`src/rtl/boa_fetch_pkg.sv`:
```
// Shared fetch-path definitions for the instruction realigner: FSM encoding,
// halfword buffer depth and the RISC-V instruction-length test.
package boa_fetch_pkg;

  typedef enum logic {
    RUN   = 1'b0,
    ALIGN = 1'b1
  } align_state_t;

  localparam int HW_DEPTH = 4;

  // Only the two low bits of a halfword decide its instruction length.
  function automatic logic insn_is32(input logic [1:0] lowBits);
    return lowBits == 2'b11;
  endfunction

endpackage

```
`src/rtl/boa_insn_decomp.sv`:
```
// RV32C to RV32I expander: combinational, one 16-bit halfword in, one 32-bit
// instruction out, with an illegal flag for reserved or unsupported encodings.
module boa_insn_decomp #(
  parameter logic [31:0] ISA_MASK = 32'hffff_ffff
) (
  input  logic [15:0] i_hw,
  output logic [31:0] o_insn,
  output logic        o_ill
);

  logic [4:0]  w_rd, w_rs2, w_rdp, w_rs1p;
  logic [11:0] w_imm6;
  logic [20:0] w_jimm;
  logic [12:0] w_bimm;
  logic [9:0]  w_imm4spn, w_imm16sp;
  logic [6:0]  w_offLw;
  logic [7:0]  w_offLwsp, w_offSwsp;
  logic [2:0]  w_aluF3;

  assign w_rd      = i_hw[11:7];
  assign w_rs2     = i_hw[6:2];
  assign w_rdp     = {2'b01, i_hw[4:2]};
  assign w_rs1p    = {2'b01, i_hw[9:7]};
  assign w_imm6    = {{6{i_hw[12]}}, i_hw[12], i_hw[6:2]};
  assign w_jimm    = {{9{i_hw[12]}}, i_hw[12], i_hw[8], i_hw[10:9], i_hw[6], i_hw[7],
                      i_hw[2], i_hw[11], i_hw[5:3], 1'b0};
  assign w_bimm    = {{4{i_hw[12]}}, i_hw[12], i_hw[6:5], i_hw[2], i_hw[11:10], i_hw[4:3], 1'b0};
  assign w_imm4spn = {i_hw[10:7], i_hw[12:11], i_hw[5], i_hw[6], 2'b00};
  assign w_imm16sp = {i_hw[12], i_hw[4:3], i_hw[5], i_hw[2], i_hw[6], 4'b0000};
  assign w_offLw   = {i_hw[5], i_hw[12:10], i_hw[6], 2'b00};
  assign w_offLwsp = {i_hw[3:2], i_hw[12], i_hw[6:4], 2'b00};
  assign w_offSwsp = {i_hw[8:7], i_hw[12:9], 2'b00};

  always_comb begin
    w_aluF3 = 3'b000;
    case (i_hw[6:5])
      2'b01:   w_aluF3 = 3'b100;
      2'b10:   w_aluF3 = 3'b110;
      2'b11:   w_aluF3 = 3'b111;
      default: w_aluF3 = 3'b000;
    endcase
  end

  // Decode by quadrant (bits 1:0) then funct3 (bits 15:13).
  always_comb begin
    o_insn = 32'h0000_0000;
    o_ill  = 1'b0;
    case ({i_hw[1:0], i_hw[15:13]})
      5'b00_000: begin
        o_insn = {2'b00, w_imm4spn, 5'd2, 3'b000, w_rdp, 7'b0010011};
        o_ill  = (w_imm4spn == 10'd0);
      end
      5'b00_010: o_insn = {5'b0, w_offLw, w_rs1p, 3'b010, w_rdp, 7'b0000011};
      5'b00_110: o_insn = {5'b0, w_offLw[6:5], w_rdp, w_rs1p, 3'b010, w_offLw[4:0], 7'b0100011};
      5'b01_000: o_insn = {w_imm6, w_rd, 3'b000, w_rd, 7'b0010011};
      5'b01_001: o_insn = {w_jimm[20], w_jimm[10:1], w_jimm[11], w_jimm[19:12], 5'd1, 7'b1101111};
      5'b01_010: o_insn = {w_imm6, 5'd0, 3'b000, w_rd, 7'b0010011};
      5'b01_011: begin
        if (w_rd == 5'd2) begin
          o_insn = {{2{i_hw[12]}}, w_imm16sp, 5'd2, 3'b000, 5'd2, 7'b0010011};
          o_ill  = (w_imm16sp == 10'd0);
        end else begin
          o_insn = {{14{i_hw[12]}}, i_hw[12], i_hw[6:2], w_rd, 7'b0110111};
          o_ill  = ({i_hw[12], i_hw[6:2]} == 6'd0);
        end
      end
      5'b01_100: begin
        case (i_hw[11:10])
          2'b00: begin
            o_insn = {7'b0000000, i_hw[6:2], w_rs1p, 3'b101, w_rs1p, 7'b0010011};
            o_ill  = i_hw[12];
          end
          2'b01: begin
            o_insn = {7'b0100000, i_hw[6:2], w_rs1p, 3'b101, w_rs1p, 7'b0010011};
            o_ill  = i_hw[12];
          end
          2'b10:   o_insn = {w_imm6, w_rs1p, 3'b111, w_rs1p, 7'b0010011};
          default: begin
            o_insn = {1'b0, (i_hw[6:5] == 2'b00), 5'b0, w_rdp, w_rs1p, w_aluF3, w_rs1p, 7'b0110011};
            o_ill  = i_hw[12];
          end
        endcase
      end
      5'b01_101: o_insn = {w_jimm[20], w_jimm[10:1], w_jimm[11], w_jimm[19:12], 5'd0, 7'b1101111};
      5'b01_110, 5'b01_111:
        o_insn = {w_bimm[12], w_bimm[10:5], 5'd0, w_rs1p, 2'b00, i_hw[13], w_bimm[4:1], w_bimm[11], 7'b1100011};
      5'b10_000: begin
        o_insn = {7'b0, i_hw[6:2], w_rd, 3'b001, w_rd, 7'b0010011};
        o_ill  = i_hw[12];
      end
      5'b10_010: begin
        o_insn = {4'b0, w_offLwsp, 5'd2, 3'b010, w_rd, 7'b0000011};
        o_ill  = (w_rd == 5'd0);
      end
      5'b10_100: begin
        if (!i_hw[12]) begin
          if (w_rs2 == 5'd0) begin
            o_insn = {12'b0, w_rd, 3'b000, 5'd0, 7'b1100111};
            o_ill  = (w_rd == 5'd0);
          end else begin
            o_insn = {7'b0, w_rs2, 5'd0, 3'b000, w_rd, 7'b0110011};
          end
        end else if (w_rs2 == 5'd0) begin
          o_insn = (w_rd == 5'd0) ? 32'h0010_0073 : {12'b0, w_rd, 3'b000, 5'd1, 7'b1100111};
        end else begin
          o_insn = {7'b0, w_rs2, w_rd, 3'b000, w_rd, 7'b0110011};
        end
      end
      5'b10_110: o_insn = {4'b0, w_offSwsp[7:5], w_rs2, 5'd2, 3'b010, w_offSwsp[4:0], 7'b0100011};
      default:   o_ill  = 1'b1;
    endcase
    if (!ISA_MASK[2]) o_ill = 1'b1;
  end

endmodule

```
`src/rtl/boa_insn_align.sv`:
```
// Fetch realignment buffer: slices 32-bit fetch words into 16/32-bit instructions.
// Compressed support and halfword alignment are enabled by BOA_INSN_ALIGN_RVC_EN.
module boa_insn_align
  import boa_fetch_pkg::*;
#(
  parameter logic [31:0] RESET_PC = 32'h0000_0000,
  parameter logic [31:0] ISA_MASK = 32'hffff_ffff
) (
  input  logic        clk,
  input  logic        rst,
  input  logic        flush,
  input  logic [31:0] flush_addr,
  input  logic        in_valid,
  output logic        in_ready,
  input  logic [31:0] in_data,
  output logic        out_valid,
  input  logic        out_ready,
  output logic [31:0] out_insn,
  output logic [31:0] out_pc,
  output logic        out_comp,
  output logic        out_ill
);

  logic [HW_DEPTH-1:0][15:0] r_buf, w_buf_nxt;
  logic [2:0]                r_cnt, w_cnt_nxt;
  logic [31:0]               r_pc, w_pc_nxt;
  align_state_t              r_state, w_state_nxt, w_flush_state;
  logic                      w_is32, w_push, w_pop, w_pop1;
  logic                      w_unused;

  assign w_is32 = insn_is32(r_buf[0][1:0]);

`ifdef BOA_INSN_ALIGN_RVC_EN
  localparam align_state_t RESET_STATE = RESET_PC[1] ? ALIGN : RUN;

  logic [31:0] w_decInsn;
  logic        w_decIll;

  boa_insn_decomp #(.ISA_MASK(ISA_MASK)) u_decomp (
    .i_hw   (r_buf[0]),
    .o_insn (w_decInsn),
    .o_ill  (w_decIll)
  );

  // A lone 32-bit head halfword waits for its upper half to arrive.
  assign out_valid     = !flush & ((r_cnt >= 3'd2) | ((r_cnt == 3'd1) & !w_is32));
  assign out_insn      = w_is32 ? {r_buf[1], r_buf[0]} : w_decInsn;
  assign out_comp      = (r_cnt != 3'd0) & !w_is32;
  assign out_ill       = (r_cnt != 3'd0) & !w_is32 & w_decIll;
  assign w_pop1        = !w_is32;
  assign w_flush_state = flush_addr[1] ? ALIGN : RUN;
  assign w_unused      = flush_addr[0];
`else
  localparam align_state_t RESET_STATE = RUN;

  assign out_valid     = !flush & (r_cnt >= 3'd2);
  assign out_insn      = {r_buf[1], r_buf[0]};
  assign out_comp      = 1'b0;
  assign out_ill       = (r_cnt != 3'd0) & !w_is32;
  assign w_pop1        = 1'b0;
  assign w_flush_state = RUN;
  assign w_unused      = ^{flush_addr[0], ISA_MASK};
`endif

  assign in_ready = !flush & (r_cnt <= 3'd2);
  assign w_push   = in_valid & in_ready;
  assign w_pop    = out_valid & out_ready;
  assign out_pc   = r_pc;

  // Pop shifts the buffer down first; a push then appends at the new tail.
  always_comb begin
    w_buf_nxt   = r_buf;
    w_cnt_nxt   = r_cnt;
    w_pc_nxt    = r_pc;
    w_state_nxt = r_state;
    if (flush) begin
      w_cnt_nxt   = 3'd0;
      w_pc_nxt    = {flush_addr[31:1], 1'b0};
      w_state_nxt = w_flush_state;
    end else begin
      if (w_pop) begin
        if (w_pop1) begin
          w_buf_nxt = {16'h0000, r_buf[3:1]};
          w_cnt_nxt = r_cnt - 3'd1;
          w_pc_nxt  = r_pc + 32'd2;
        end else begin
          w_buf_nxt = {32'h0000_0000, r_buf[3:2]};
          w_cnt_nxt = r_cnt - 3'd2;
          w_pc_nxt  = r_pc + 32'd4;
        end
      end
      if (w_push) begin
        if (r_state == ALIGN) begin
          w_buf_nxt[w_cnt_nxt[1:0]] = in_data[31:16];
          w_cnt_nxt                 = w_cnt_nxt + 3'd1;
          w_state_nxt               = RUN;
        end else begin
          w_buf_nxt[w_cnt_nxt[1:0]]        = in_data[15:0];
          w_buf_nxt[w_cnt_nxt[1:0] + 2'd1] = in_data[31:16];
          w_cnt_nxt                        = w_cnt_nxt + 3'd2;
        end
      end
    end
  end

  always_ff @(posedge clk or posedge rst) begin
    if (rst) begin
      r_buf   <= '0;
      r_cnt   <= 3'd0;
      r_pc    <= RESET_PC;
      r_state <= RESET_STATE;
    end else begin
      r_buf   <= w_buf_nxt;
      r_cnt   <= w_cnt_nxt;
      r_pc    <= w_pc_nxt;
      r_state <= w_state_nxt;
    end
  end

endmodule

```
`config.mk`:
```
export PLATFORM = sky130hd
export DESIGN_NAME = boa_insn_align
export DESIGN_NICKNAME = d
export VERILOG_FILES = /design/src/rtl/boa_fetch_pkg.sv /design/src/rtl/boa_insn_decomp.sv /design/src/rtl/boa_insn_align.sv
export SDC_FILE = /design/constraint.sdc
export NUM_CORES = 1
export LEC_CHECK = 0
export CORE_MARGIN = 5
export CORE_UTILIZATION = 40
export CTS_CLUSTER_SIZE = 12
export DETAILED_ROUTE_END_ITERATION = 8
export GPL_TIMING_DRIVEN = 0
export PLACE_DENSITY = 0.67
export SETUP_SLACK_MARGIN = 0.02
export SYNTH_ARGS = -nofsm -noshare
export SYNTH_HDL_FRONTEND = slang
export SYNTH_SLANG_ARGS = --single-unit
```
`constraint.sdc`:
```
create_clock -name clk -period 4.6 [get_ports clk]
set_clock_uncertainty 0.1 [all_clocks]
set_input_delay 0.69 -clock clk [delete_from_list [all_inputs] [get_ports clk]]
set_output_delay 0.69 -clock clk [all_outputs]
set_load 0.03 [all_outputs]
```
==> impl_metrics.py <==
metrics = {
    "logic_synthesis": {
        "synth-seq-cells": 97,
        "yosysSeqAreaShare_pct": 43.8,
        "synthArstFlopShare_pct": 100,
        "syn-mean-instance-area_um2": 9.61,
        "ys_warn_count": 0,
        "synth_flop_cell": "dfrtp_1",
        "ys_types": 44,
        "synth_edf_count": 0,
        "synthCells": 576,
        "netlist_area_mm2": 0.00554,
    },
    "global_routing": {
        "grt_max_degree": 66,
        "grt_pass1_wl_mm": 24.7,
        "overflow": 0,
        "antenna_found_initial": 0,
        "track_usage_pct": 18.7,
        "grt_pass1_vias": 5020,
    },
    "worst_setup_path": {
        "critPathBufInv": 4,
        "cpPeakStageDelay_ps": 640,
        "crit_chain": "clkbuf_1, clkbuf_1, clkbuf_1, nor2_1, clkdlybuf4s50_1",
        "r2r_slack_ps": 1500,
        "slowest_stage": "clkdlybuf4s50_1",
        "worstPathArrival_ps": 2630,
        "cp-start-kind": "input port",
        "cp_common_cell": "clkbuf_1",
        "cp_top_family": "buffers and inverters",
        "required_ps": 3810,
        "worstPathMaxFanout": 10,
        "end_kind": "primary output",
        "worst-setup-path-type": "in -> out",
    },
    "floorplanning": {
        "dieArea_mm2": 0.0163,
        "rows": 43,
        "die_y_um": 128,
        "initial_core_util_pct": 40.4,
        "die_w_um": 128,
        "ioPinCount": 137,
        "coreArea_mm2": 0.0137,
    },
    "power": {
        "vdd_drop_max_mv": 0.202,
        "netSwitchingPower_uw": 1590,
        "leakage_uw": 0.00306,
        "sequentialPowerShare_pct": 32.9,
        "powerDensity_mw_per_mm2": 551,
        "combPwrFrac_pct": 47.3,
        "clkPwrFrac_pct": 19.8,
        "switching_share_pct": 38.9,
        "p_int_uw": 2510,
    },
    "clocking": {
        "cts_tree": "built",
        "cts.sink_count": 97,
        "ctsResizeCount": 0,
        "cts.path.max_buffers": 2,
        "hold_buffers": 0,
        "postCtsSetupBuffers": 0,
        "clkTransAtPathRegs_ps": 70,
        "clkLatencyLatePin_ps": 360,
        "cts_buffers": 9,
        "cts_root_buf": "clkbuf_16",
        "cts-htree-levels": 3,
    },
    "placement": {
        "pre_cts_ws_ps": 1200,
        "place_hpwl_mm": 10.9,
        "post-place-cells": 890,
        "numPortBuffers": 132,
        "place.gp.congestion": 0.857,
    },
    "detailed_routing": {
        "drt-pass1-iter-count": 4,
        "via_per_inst": 5.34,
        "route.detailed.drc": 0,
        "wire_per_inst_um": 16.4,
        "via_count": 4837,
        "wirelength_mm": 14.9,
        "drtAntennaViolNets": 0,
        "first_iter_violations": 289,
    },
    "cells_and_area": {
        "instances_no_fill": 906,
        "layout_commonest_cell": "clkdlybuf4s50_1",
        "diodes": 0,
        "syn_to_final_growth_pct": 34.3,
        "finalNetCount": 794,
        "drive_gt1_share_pct": 10.2,
        "final_cell_mix": "clkdlybuf4s50_1 (132), dfrtp_1 (97), mux2i_1 (80)",
    },
    "run": {
        "maxCapViolations": 0,
    },
    "sta": {
        "final-setup-viol-count": 0,
        "setup_ws_ps": 1180,
        "final-hold-violation-count": 0,
        "grt_setup_unrepaired": "no",
        "worstMarginPinSlew_ps": 775,
        "finalCritPeriodShare_pct": 74.3,
        "relSlewSlack_pct": 48.3,
        "min_period_ps": 3420,
        "fmax_ghz": 0.293,
        "drv_slew": 0,
    },
    "outcome": {
        "outcome": "finished clean",
    },
    "min_path": {
        "hp-class": "reg -> reg",
    },
}
-- final cells by class --
class | instances | area, um2
Multi-Input combinational cell | 387 | 2610
Buffer | 73 | 427
Tap cell | 180 | 225
Timing Repair Buffer | 133 | 1350
Fill cell | 1279 | 6280
Sequential cell | 97 | 2430
Inverter | 20 | 77.6
Clock buffer | 10 | 239
Clock inverter | 6 | 82.6
-- worst register-to-register path: cells and delay by family (launching register included) --
family | cells | cell delay (ps)
adders and majority gates | 1 | 330
xor gates and xnor gates | 1 | 380
and+or+nand+nor | 2 | 760
DFF | 1 | 360
AOI/OAI and AO/OA | 1 | 180
buffers and inverters | 3 | 880
-- registers in the layout (all words and copies together) (netlist names) --
| signal | cells |
|---|---|
| out_pc | 31 |
| out_insn | 32 |
| r_cnt | 2 |
| r_buf | 32 |
-- per-layer routing --
metal | vias up | track usage [%] | share of wire, %
met3 | 13 | 5.88 | 6.9
met2 | 158 | 29.8 | 47
met5 | - | 0 | 0
met1 | 2327 | 24.9 | 46
li1 | 2339 | - | -
met4 | 0 | 4.43 | 0.87
-- kinds of logic (layout without fill, tap and decap cells) --
group / Yosys count / after routing / synth area share [%]
adders and majority gates: 4 / 4 / 0.904
xor gates and xnor gates: 15 / 15 / 2.37
muxes: 82 / 82 / 14.9
DFF: 97 / 97 / 43.8
AOI/OAI and AO/OA: 105 / 105 / 12.6
and+or+nand+nor: 179 / 179 / 16.3
buffers and inverters: 93 / 242 / 9.06
other: 1 / 2 / 0.0677
-- final timing paths --
check / from / depth (start not counted) / endpoint
hold reg to reg: out_pc[1] / 1 / out_pc[1]
max in group asynchronous: rst / 3 / out_insn[18]
setup reg to reg: r_cnt[1] / 8 / r_buf[41]
hold / removal: out_pc[1] / 1 / out_pc[1]
setup / recovery: flush / 5 / in_ready
min in group asynchronous: rst / 2 / out_pc[6]
-- power by group through the flow --
stage	Clock (uW)	Sequential (uW)	Combinational (uW)
after floorplan	0	1370	1280
after global placement	0	1350	1910
after detailed placement	0	1360	1950
after CTS	829	1350	1960
after global routing	869	1390	2110
final	811	1350	1940
-- synth_stat cells (2+ instances only) --
library cell,count,area (um2)
nand4_1,9,56.3
and4_1,3,26.3
buf_2,8,40.0
o221a_2,6,67.6
nor2_1,31,116
clkbuf_1,28,105
ha_1,4,50.1
mux2_2,2,22.5
buf_6,2,22.5
nand2_1,54,203
o311ai_0,6,52.6
nand3_1,38,190
a31oi_1,14,87.6
and3_1,4,25.0
a211oi_1,6,45.0
xnor2_1,11,96.3
xor2_1,4,35.0
nor4_1,2,12.5
o31ai_1,17,128
o21ai_0,43,215
o2bb2ai_1,6,52.6
a311o_1,2,20.0
buf_4,34,255
dfrtp_1,97,2430
a21oi_1,4,20.0
mux2i_1,80,801
or3_1,4,25.0
or4_1,12,90.1
inv_1,20,75.1
nor3_1,11,55.1
-- through the flow --
| stage | utilization [%] | total power (uW) | TNS [ps] | cell area (um2) | hold WS [ps] |
|---|---|---|---|---|---|
| after floorplan | - | 2650 | 0 | 5540 | 402 |
| after detailed placement | 51.9 | 3310 | 0 | 7120 | 408 |
| after global routing | 54.2 | 4370 | 0 | 7440 | 445 |
| after CTS | 54.2 | 4130 | 0 | 7440 | 424 |
| after global placement | 51.7 | 3260 | -27650 | 7090 | 393 |
| final | 54.2 | 4100 | 0 | 7440 | 425 |
(Power assumes the default switching activity.)
